==> src/rtl/cla_misr16.sv <==
// 16-bit multiple-input signature register; clr wins over en, sync active-low reset.
module cla_misr16 #(
  parameter logic [15:0] POLY = 16'h1021
) (
  input  logic        clk,
  input  logic        rst_n,
  input  logic        clr,
  input  logic        en,
  input  logic [15:0] din,
  output logic [15:0] sig
);

  always_ff @(posedge clk) begin
    if (!rst_n) begin
      sig <= 16'h0000;
    end else if (clr) begin
      sig <= 16'h0000;
    end else if (en) begin
      sig <= {sig[14:0], 1'b0} ^ (sig[15] ? POLY : 16'h0000) ^ din;
    end
  end

endmodule

==> config.mk <==
export PLATFORM = sky130hd
export DESIGN_NAME = cla_misr16
export DESIGN_NICKNAME = d
export VERILOG_FILES = /design/src/rtl/cla_misr16.sv
export SDC_FILE = /design/constraint.sdc
export NUM_CORES = 1
export LEC_CHECK = 0
export ABC_AREA = 1
export ABC_CLOCK_PERIOD_IN_PS = 1200
export BUFFER_PORTS_ARGS = -buffer_cell sky130_fd_sc_hd__clkbuf_2
export CELL_PAD_IN_SITES_DETAIL_PLACEMENT = 1
export CELL_PAD_IN_SITES_GLOBAL_PLACEMENT = 2
export CORE_MARGIN = 1.5
export CORE_UTILIZATION = 25
export DETAILED_ROUTE_END_ITERATION = 10
export PLACE_DENSITY_LB_ADDON = 0.1
export SLEW_MARGIN = 0
export SYNTH_ARGS = -nofsm -noshare
export SYNTH_HDL_FRONTEND = slang
export SYNTH_SLANG_ARGS = --single-unit
==> constraint.sdc <==
create_clock -name clk -period 1.2 [get_ports clk]
set_input_delay 0.3 -clock clk [delete_from_list [all_inputs] [get_ports clk]]
set_output_delay 0.3 -clock clk [all_outputs]
set_load 0.05 [all_outputs]
==> results.yml <==
clock_network:
  cts-root-buf: "clkbuf_4"
  cts_sinks: 16
  numCtsBuffers: 3
  clkTransAtPathRegs_ps: 100
  insertion_delay_ps: 280
  cts_tree: "done"
  clockBufferDepth: 2
  htree_levels: 1
grt:
  antenna_found_initial: 0
  overflow: 0
  grt_use_total_pct: 13.1
  grt_pass1_vias: 796
  grt_max_degree: 18
  grt_pass1_wl_um: 3450
timing:
  setup_ws_ps: 51.8
  fin_crit_ps: 1150
  finalCritPeriodShare_pct: 95.7
  skew_ps: 2.65
  setup_viol: 0
  rsz0062_at_grt: "false"
  hold_violations: 0
  maxSlewViolCount: 0
  relSlewSlack_pct: 78.3
  max_freq_ghz: 0.871
  finalSetupTns_ps: 0
  tightest_slew_ps: 325
critical_path:
  critical_path_buf_inv_count: 1
  critPathSlowestCell: "dfxtp_4"
  required_ps: 900
  r2r-start: "sig[15]$_SDFFE_PP0P_"
  cp_max_fo: 5
  rr_endpoint: "sig[5]$_SDFFE_PP0P_"
  critical_path_class: "reg2out"
  worstPathArrival_ps: 850
  crit_cells: 1
  ff2ff_setup_slack_ps: 300
  rr_worst_depth: 6
  cpPeakStageDelay_ps: 390
  cp_cell_sequence: "clkbuf_8"
  cp-end-kind: "output pin"
  start_kind: "flip-flop"
  crit_family: "flip-flops"
synth:
  syn_inst: 115
  ys_top_cells_by_area: "dfxtp_1 (39%), xor2_1 (15%), nor2_1 (12%), inv_1 (10%), o21ai_1 (6.8%)"
  syn_nets: 135
  syn_area_per_cell_um2: 7.08
  netlist_area_um2: 815
  synth_top_area_share_pct: 39.3
  ys_seq_area_share_pct: 39.3
  synth_warnings: 0
  ys_types: 13
  ys_ff_latch: 16
  synth_top_area_cell: "dfxtp_1"
drt:
  firstDrtPassIters: 4
  wirelength_um: 2000
  drcViolationCount: 0
  viasPerCell: 4.09
  wl_per_cell_um: 10.2
  initialDrtViolationCount: 27
  ant_nets: 0
  dr_total_vias: 798
cells_and_area:
  finish.utilization_pct: 39.9
  regArea_um2: 345
  layout-drive-gt1-share_pct: 38.4
  top_regs: "sig x16"
  n_antenna_cell: 0
  nets: 172
  regMostFlops: "sig"
  synthToLayoutAreaGrowth_pct: 50.7
  nFillCells: 396
  largest_reg_flops: 16
  multi_input_area_um2: 369
min_path:
  min_path_cells: 4
  hp-start: "din[10]"
  timing.hold.worst_endpoint: "sig[10]$_SDFFE_PP0P_"
  hold_path.class: "in2reg"
run:
  max-cap-violations: 0
floorplanning:
  die_x_um: 60.1
  num_io_pins: 36
  core_um2: 3080
  fp.dieH_um: 60.1
  initial_core_util_pct: 26.5
  fp.dieArea_um2: 3610
  num_rows: 20
placed_design:
  hpwl_um: 1480
  pre_cts_ws_ps: 171
  portBuffers: 35
  place.gp.congestion: 0.650
power:
  power.leakage_nw: 0.715
  irDropWorstVdd_v: 0.000470
  power_density_nw_per_um2: 1020
outcome:
  outcome: "completed"
through the flow:
| stage | area, µm² | hold slack, ps | instances | power [mW] |
|---|---|---|---|---|
| 3_3_place_gp | 1030 | 577 | 191 | 0.864 |
| 4_1_cts | 1210 | 316 | 195 | 1.28 |
| 2_1_floorplan | 816 | 529 | 115 | 0.785 |
| 3_5_place_dp | 1030 | 582 | 191 | 0.868 |
| 5_1_grt | 1230 | 331 | 195 | 1.34 |
| 6_report | 1230 | 334 | 195 | 1.26 |
Yosys cell counts:
cell     instances
nand2_1         10
nor2_1          26
inv_1           22
buf_2            1
buf_6            3
nand2_2          1
o21ai_0          3
nand3_1          4
a21oi_1          3
xor2_1          14
inv_2            1
dfxtp_1         16
o21ai_1         11
cells in the final DEF (no fill, tap or decap), drive strengths merged:
cell | Yosys | routed
clkbuf | 0 | 39
nand3 | 4 | 4
buf | 4 | 1
nand2 | 11 | 11
o21ai | 14 | 14
xor2 | 14 | 14
inv | 23 | 23
dfxtp | 16 | 16
a21oi | 3 | 3
nor2 | 26 | 26
final cells by class:
cell class                      instances  share of cell area [%]
Multi-Input combinational cell         72                    30.1
Sequential cell                        16                    28.1
Timing Repair Buffer                   36                    27.3
Inverter                               23                    7.03
Tap cell                               44                    4.49
Clock buffer                            4                    2.96
per-layer routing:
layer / up-vias / global-route usage, % / wire [µm]
met3: 2 / 1.95 / 72
met4: 0 / 6.67 / 19
met1: 363 / 16.6 / 941
met5: - / 0 / 0
li1: 415 / - / -
met2: 18 / 21.3 / 964
worst max-delay path by stage:
stage / startpoint / to / slack, ps
6_report: sig[15]$_SDFFE_PP0P_ / sig[15] / 50
5_1_grt: sig[3]$_SDFFE_PP0P_ / sig[3] / 4
4_1_cts: sig[13]$_SDFFE_PP0P_ / sig[13] / 1
3_5_place_dp: clr / sig[15]$_SDFFE_PP0P_ / 170
3_3_place_gp: clr / sig[15]$_SDFFE_PP0P_ / 190
2_1_floorplan: sig[11]$_SDFFE_PP0P_ / sig[12]$_SDFFE_PP0P_ / 40
cell families (layout without fill, tap and decap cells):
group,Yosys count,after routing,synth area share [%]
AO/OA/AOI/OAI,17,17,10.4
XOR/XNOR,14,14,15.1
buffers and inverters,27,63,15.4
flip-flops,16,16,39.3
AND/OR/NAND/NOR,41,41,19.8
power by group:
| part | leakage, nW | internal, mW | switching, mW |
|---|---|---|---|
| sequential | 0.138 | 0.558 | 0.0265 |
| clock | 0.0210 | 0.185 | 0.176 |
| combinational | 0.555 | 0.127 | 0.183 |
| total | 0.715 | 0.870 | 0.385 |
what timing repair did:
action,CTS,global route
pin swaps,0,0
setup buffers,0,0
hold buffers,0,0
setup endpoints to repair,16,9
resized for setup,40,9
No activity file was read; power rests on OpenSTA's default activity.
